### src/rtl/eu_iqueue_pkg.sv
// Shared types for the execution-unit instruction queue.
package eu_iqueue_pkg;
  localparam int IQUEUE_DEPTH = 8;

  typedef struct packed {
    logic [3:0]  fu_op;
    logic [5:0]  rd_tag;
    logic [15:0] payload;
  } type_iqueue_entry;
endpackage

### src/rtl/eu_iqueue_if.sv
// Enqueue/dispatch/status bundle; slave = queue side, master = upstream + ALU side.
interface eu_iqueue_if
  import eu_iqueue_pkg::*;
#(
  parameter int DEPTH = IQUEUE_DEPTH,
  parameter int CNT_W = $clog2(DEPTH + 1)
) ();
  type_iqueue_entry   enq_instr_i;
  logic               enq_valid_i;
  logic               enq_ready_o;
  type_iqueue_entry   dispatched_instr_o;
  logic               dispatched_instr_valid_o;
  logic               ready_for_next_instr_i;
  logic               flush_i;
  logic [CNT_W-1:0]   count_o;
  logic               empty_o;
  logic               full_o;

  modport slave (
    input  enq_instr_i, enq_valid_i, ready_for_next_instr_i, flush_i,
    output enq_ready_o, dispatched_instr_o, dispatched_instr_valid_o,
           count_o, empty_o, full_o
  );

  modport master (
    output enq_instr_i, enq_valid_i, ready_for_next_instr_i, flush_i,
    input  enq_ready_o, dispatched_instr_o, dispatched_instr_valid_o,
           count_o, empty_o, full_o
  );
endinterface

### src/rtl/eu_iqueue_mem.sv
// Queue storage: one synchronous write port, one asynchronous read port. Not reset.
module iqueue_mem
  import eu_iqueue_pkg::*;
#(
  parameter int DEPTH = IQUEUE_DEPTH,
  parameter int PTR_W = $clog2(DEPTH)
) (
  input  logic             clk,
  input  logic             i_we,
  input  logic [PTR_W-1:0] i_waddr,
  input  type_iqueue_entry i_wdata,
  input  logic [PTR_W-1:0] i_raddr,
  output type_iqueue_entry o_rdata
);
  type_iqueue_entry r_mem [DEPTH];

  always_ff @(posedge clk) begin
    if (i_we) r_mem[i_waddr] <= i_wdata;
  end

  assign o_rdata = r_mem[i_raddr];
endmodule

### src/rtl/eu_iqueue.sv
// In-order instruction queue feeding the ALU dispatch port.
// Define IQUEUE_BYPASS_EN to let an empty queue forward enq_instr_i to the ALU in the same cycle.
module eu_iqueue
  import eu_iqueue_pkg::*;
#(
  parameter int DEPTH = IQUEUE_DEPTH
) (
  input  logic        clk,
  input  logic        reset,
  eu_iqueue_if.slave  iq
);
  localparam int PTR_W = $clog2(DEPTH);
  localparam int CNT_W = $clog2(DEPTH + 1);

  logic [PTR_W-1:0] r_wr_ptr, r_rd_ptr;
  logic [CNT_W-1:0] r_count, w_cnt_nxt;
  logic             r_empty, r_full;
  logic             w_byp, w_push, w_pop;
  type_iqueue_entry w_head;

  iqueue_mem #(.DEPTH(DEPTH), .PTR_W(PTR_W)) u_mem (
    .clk     (clk),
    .i_we    (w_push),
    .i_waddr (r_wr_ptr),
    .i_wdata (iq.enq_instr_i),
    .i_raddr (r_rd_ptr),
    .o_rdata (w_head)
  );

`ifdef IQUEUE_BYPASS_EN
  assign w_byp = r_empty && iq.enq_valid_i && !iq.flush_i;
  assign iq.dispatched_instr_o = !r_empty ? w_head : (w_byp ? iq.enq_instr_i : '0);
`else
  assign w_byp = 1'b0;
  assign iq.dispatched_instr_o = !r_empty ? w_head : '0;
`endif

  assign iq.dispatched_instr_valid_o = !r_empty || w_byp;
  assign iq.enq_ready_o              = !r_full;
  assign iq.count_o                  = r_count;
  assign iq.empty_o                  = r_empty;
  assign iq.full_o                   = r_full;

  // A bypassed entry taken by the ALU in the same cycle never occupies a slot.
  assign w_push = iq.enq_valid_i && !r_full && !iq.flush_i
                  && !(w_byp && iq.ready_for_next_instr_i);
  assign w_pop  = !r_empty && iq.ready_for_next_instr_i && !iq.flush_i;

  always_comb begin
    w_cnt_nxt = r_count;
    if (w_push && !w_pop)      w_cnt_nxt = r_count + CNT_W'(1);
    else if (!w_push && w_pop) w_cnt_nxt = r_count - CNT_W'(1);
  end

  // Full/empty come from the count so pointer equality is never ambiguous.
  always_ff @(posedge clk or posedge reset) begin
    if (reset) begin
      r_wr_ptr <= '0;
      r_rd_ptr <= '0;
      r_count  <= '0;
      r_empty  <= 1'b1;
      r_full   <= 1'b0;
    end else if (iq.flush_i) begin
      r_wr_ptr <= '0;
      r_rd_ptr <= '0;
      r_count  <= '0;
      r_empty  <= 1'b1;
      r_full   <= 1'b0;
    end else begin
      if (w_push) r_wr_ptr <= r_wr_ptr + PTR_W'(1);
      if (w_pop)  r_rd_ptr <= r_rd_ptr + PTR_W'(1);
      r_count <= w_cnt_nxt;
      r_empty <= (w_cnt_nxt == '0);
      r_full  <= (w_cnt_nxt == CNT_W'(DEPTH));
    end
  end
endmodule

### src/flat_wrapper.sv
// flat-port wrapper written by rule: the top's interface ports become plain ports
module eu_iqueue_flat import eu_iqueue_pkg::*;
#(
  parameter int DEPTH = IQUEUE_DEPTH
)
  (clk, reset, iq_enq_instr_i, iq_enq_valid_i, iq_ready_for_next_instr_i, iq_flush_i, iq_enq_ready_o, iq_dispatched_instr_o, iq_dispatched_instr_valid_o, iq_count_o, iq_empty_o, iq_full_o);
  eu_iqueue_if #(.DEPTH(DEPTH)) iq_i ();
  input  logic clk;
  input  logic reset;
  input wire logic [$bits(iq_i.enq_instr_i)-1:0] iq_enq_instr_i;
  input wire logic [$bits(iq_i.enq_valid_i)-1:0] iq_enq_valid_i;
  input wire logic [$bits(iq_i.ready_for_next_instr_i)-1:0] iq_ready_for_next_instr_i;
  input wire logic [$bits(iq_i.flush_i)-1:0] iq_flush_i;
  output wire logic [$bits(iq_i.enq_ready_o)-1:0] iq_enq_ready_o;
  output wire logic [$bits(iq_i.dispatched_instr_o)-1:0] iq_dispatched_instr_o;
  output wire logic [$bits(iq_i.dispatched_instr_valid_o)-1:0] iq_dispatched_instr_valid_o;
  output wire logic [$bits(iq_i.count_o)-1:0] iq_count_o;
  output wire logic [$bits(iq_i.empty_o)-1:0] iq_empty_o;
  output wire logic [$bits(iq_i.full_o)-1:0] iq_full_o;
  assign iq_i.enq_instr_i = iq_enq_instr_i;
  assign iq_i.enq_valid_i = iq_enq_valid_i;
  assign iq_i.ready_for_next_instr_i = iq_ready_for_next_instr_i;
  assign iq_i.flush_i = iq_flush_i;
  assign iq_enq_ready_o = iq_i.enq_ready_o;
  assign iq_dispatched_instr_o = iq_i.dispatched_instr_o;
  assign iq_dispatched_instr_valid_o = iq_i.dispatched_instr_valid_o;
  assign iq_count_o = iq_i.count_o;
  assign iq_empty_o = iq_i.empty_o;
  assign iq_full_o = iq_i.full_o;
  eu_iqueue #(.DEPTH(DEPTH)) u_core (.clk(clk), .reset(reset), .iq(iq_i));
endmodule
### config.mk
export PLATFORM = sky130hd
export DESIGN_NAME = eu_iqueue_flat
export DESIGN_NICKNAME = d
export VERILOG_FILES = /design/src/rtl/eu_iqueue_pkg.sv /design/src/rtl/eu_iqueue_if.sv /design/src/rtl/eu_iqueue_mem.sv /design/src/rtl/eu_iqueue.sv /design/src/flat_wrapper.sv
export SDC_FILE = /design/constraint.sdc
export NUM_CORES = 1
export LEC_CHECK = 0
export CAP_MARGIN = 10
export CORE_MARGIN = 5
export CORE_UTILIZATION = 55
export DETAILED_ROUTE_END_ITERATION = 8
export GPL_ROUTABILITY_DRIVEN = 0
export PLACE_DENSITY_LB_ADDON = 0.25
export SLEW_MARGIN = 15
export SYNTH_ARGS = -nofsm -noshare
export SYNTH_HDL_FRONTEND = slang
export SYNTH_SLANG_ARGS = --single-unit
### constraint.sdc
create_clock -name clk -period 4.8 [get_ports clk]
set_input_delay 0.48 -clock clk [delete_from_list [all_inputs] [get_ports clk]]
set_output_delay 0.48 -clock clk [all_outputs]
set_load 0.02 [all_outputs]
==> results.md <==
- Yosys warnings: 0
- Post-CTS Setup Bufs: 0
- Min Tclk post-route: between 3 and 4 ns
- CTS root buf: clkbuf_16
- Core Footprint: approximately 0.015 mm2
- Total track usage: 0.178
- Crit. End Element: output port
- Initial Util: 0.566
- Clock transition at path regs: around 0.06 ns
- Vias per cell: approximately 5.7
- Worst-path cell chain: buf_16, mux4_2, mux2i_1, nor2_1, clkdlybuf4s50_1
- Worst-Skew Late Latency: 0.49 ns
- Die area: between 0.015 and 0.02 mm2
- Post-synth EDFFs: between 200 and 250
- Max Cap Viol: 0
- Syn nets: 458
- Final wirelength: 16000 um
- Slew @ Worst Pin: just over 1 ns
- Syn Area/Cell: around 20 um2
- First-pass DRT Iterations: 5
- Synth area leaders: edfxtp_1 (72%), mux4_2 (14%), dfrtp_1 (3.2%), mux2i_1 (3.0%), nor2_1 (1.8%)
- Placed Instance Area: around 0.0095 mm2
- First-pass GRT wire length: ~25000 um
- CTS tree: yes
- CP bufs+invs: 2
- WP data required: between 4 and 5 ns
- Yosys top cell by area: edfxtp_1
- Antenna diodes: 0
- Pleak: 3.20 nW
- Critical path class: reg2out
- Layout cells sized above 1: 0.206
- DRC errors left: 0
- DR vias: approximately 4100
- Setup Skew: 0.00806 ns
- Worst Hold Class: in2async
- DP HPWL: ~8700 um
- CTS Buf Count: 23
- Max Transition Viols Final: 0
- Max Fclk: about 290 MHz
- Relative slew slack: 0.318
- Setup TNS: 0 ns
- Sequential area share after synthesis: 0.756
- Top Ports: 65
- Number of port buffers: 64
- Vias in the first global route: approximately 4300
- CTS sink count: 220
- Die width: between 100 and 150 um
- WP data arrival: around 3.0 ns
- Die height: around 140 um
- Longest Clk Path Bufs: 3
- Slowest cell on the critical path: dfrtp_4
- Post-synthesis cell area: 0.00866 mm2
- Initial antenna violation count: 0
- Async SR Flop Fraction: 0.0545
- CP Launch Type: flip-flop
- Outcome: finished, final reports clean
- Post-cts gate resize count: 0
- Cells after Synth: 423
- Final setup fails: 0
- Max incr delay on CP: about 0.74 ns
- Antenna viol nets, final: 0
- FILL cells: about 1000
- Power per cell area: around 470 mW/mm2
- Worst IR Drop VDD: around 0.00034 V
- Crit share post-route: 0.717
- Final instance area: between 0.01 and 0.015 mm2
- Hold-fix buffers, CTS: 0
- Final hold violations: 0
- Remaining Overflow, GRT: 0
- Layout Nets: roughly 530
- Area grow syn2layout: 18.7%
- RSZ-0062 raised after global routing: false
- Worst Path Max Fanout: 32
- Synth top area share: 0.721
- Netlist cell types: 35
- Main synth FF type: edfxtp_1
- CP top delay family: buffers and inverters
- Per-cell routed wire length: 22.2 um
- Site Rows: 45
- Flops & latches, synth: 220
- DRT iter0 DRCs: roughly 230
- Largest net degree at the start of global routing: 55
- Clock H-tree levels: 1
logic make-up (layout without fill, tap and decap cells):
kind of cell               after synthesis  after routing  share of synthesized area
DFF                                    220            220                      0.756
muxes                                   80             80                      0.168
and+or+nand+nor                         72             72                     0.0357
buffers and inverters                   28            115                     0.0170
AOI/OAI and AO/OA                       12             12                     0.0104
xor gates and xnor gates                 7              7                    0.00708
adders and majority gates                4              4                    0.00578
worst paths after layout:
| check | startpoint | endpoint | slack (ns) | cells past startpoint |
|---|---|---|---|---|
| max | u_core.r_rd_ptr[0]$_DFFE_PP0P_ | iq_dispatched_instr_o[7] | 1.36 | 5 |
| min | reset | u_core.r_wr_ptr[2]$_DFFE_PP0P_ | 0.30 | 2 |
| max reg2reg | u_core.iq.full_o$_DFF_PP0_ | u_core.u_mem.r_mem[6][10]$_DFFE_PP_ | 2.32 | 3 |
| min reg2reg | u_core.r_wr_ptr[0]$_DFFE_PP0P_ | u_core.r_wr_ptr[0]$_DFFE_PP0P_ | 0.62 | 2 |
| max in group asynchronous | reset | u_core.r_rd_ptr[0]$_DFFE_PP0P_ | 4.15 | 2 |
| min in group clk | u_core.r_wr_ptr[0]$_DFFE_PP0P_ | u_core.r_wr_ptr[0]$_DFFE_PP0P_ | 0.62 | 2 |
worst register-to-register path: cells and delay by family (launching register included):
kind | cells | cell delay, ns
simple gates | 3 | 1.68
flops | 1 | 0.40
layout make-up:
class | instances | area (um2) | area share
inverter | 5 | 18.8 | 0.00183
clock buffer | 29 | 598 | 0.0582
sequential | 220 | 6550 | 0.637
multi-input combinational | 175 | 2020 | 0.197
clock inverter | 12 | 113 | 0.0110
timing repair buffer | 69 | 711 | 0.0691
tap | 211 | 264 | 0.0257
routing by layer:
layer  track usage  up-vias  wire length (um)
met1         0.234     2123              6510
met5             0        -                 0
met4        0.0319        0               183
met2         0.314      118              8330
met3        0.0353       19               958
li1              -     1842                 -
cells in the mapped netlist, drive strengths merged, types with 2 or more instances:
cell type,count
inv,5
dfrtp,11
nor3,3
xnor2,5
mux4,52
xor2,2
nand3,5
o32ai,2
nand2b,4
nor2b,2
nand2,14
nor2,41
buf,19
ha,4
a21oi,5
edfxtp,208
mux2i,26
clkbuf,4
mux2,2
state kept, by name (all words and copies together) (netlist names):
register,flops
u_core.u_mem.r_mem,208
u_core.iq.count_o,4
u_core.r_rd_ptr,3
u_core.r_wr_ptr,3
u_core.iq.empty_o,1
u_core.iq.full_o,1
where the power goes:
group	leakage (nW)	switching, W	internal, W
combinational	0.816	0.000399	0.000449
clock	0.349	0.000676	0.000989
sequential	2.03	0.000113	0.00216
total	3.20	0.00119	0.00360
placed cells by master, fill, tap and decap left out, types with 6 or more instances in the layout:
cell / netlist / routed
clkbuf_1: 4 / 6
mux2i_1: 26 / 26
dfrtp_1: 11 / 8
nor2_4: 0 / 6
nand2_1: 13 / 13
edfxtp_1: 208 / 208
nor2_1: 41 / 35
clkdlybuf4s50_1: 0 / 64
clkbuf_16: 0 / 23
mux4_2: 52 / 52
stage by stage:
stage                     setup WS (ns)  cells  power, W  utilization  hold slack [ns]
after CTS                          1.08    720   0.00483        0.670            0.306
after floorplan                    1.41    423   0.00285            -            0.344
after detailed placement           1.65    679   0.00316        0.623            0.607
final                              1.36    721   0.00479        0.671            0.300
after global placement             1.65    679   0.00315        0.623            0.583
after global routing               1.15    721   0.00499        0.671            0.353
No activity file was read; power rests on OpenSTA's default activity.
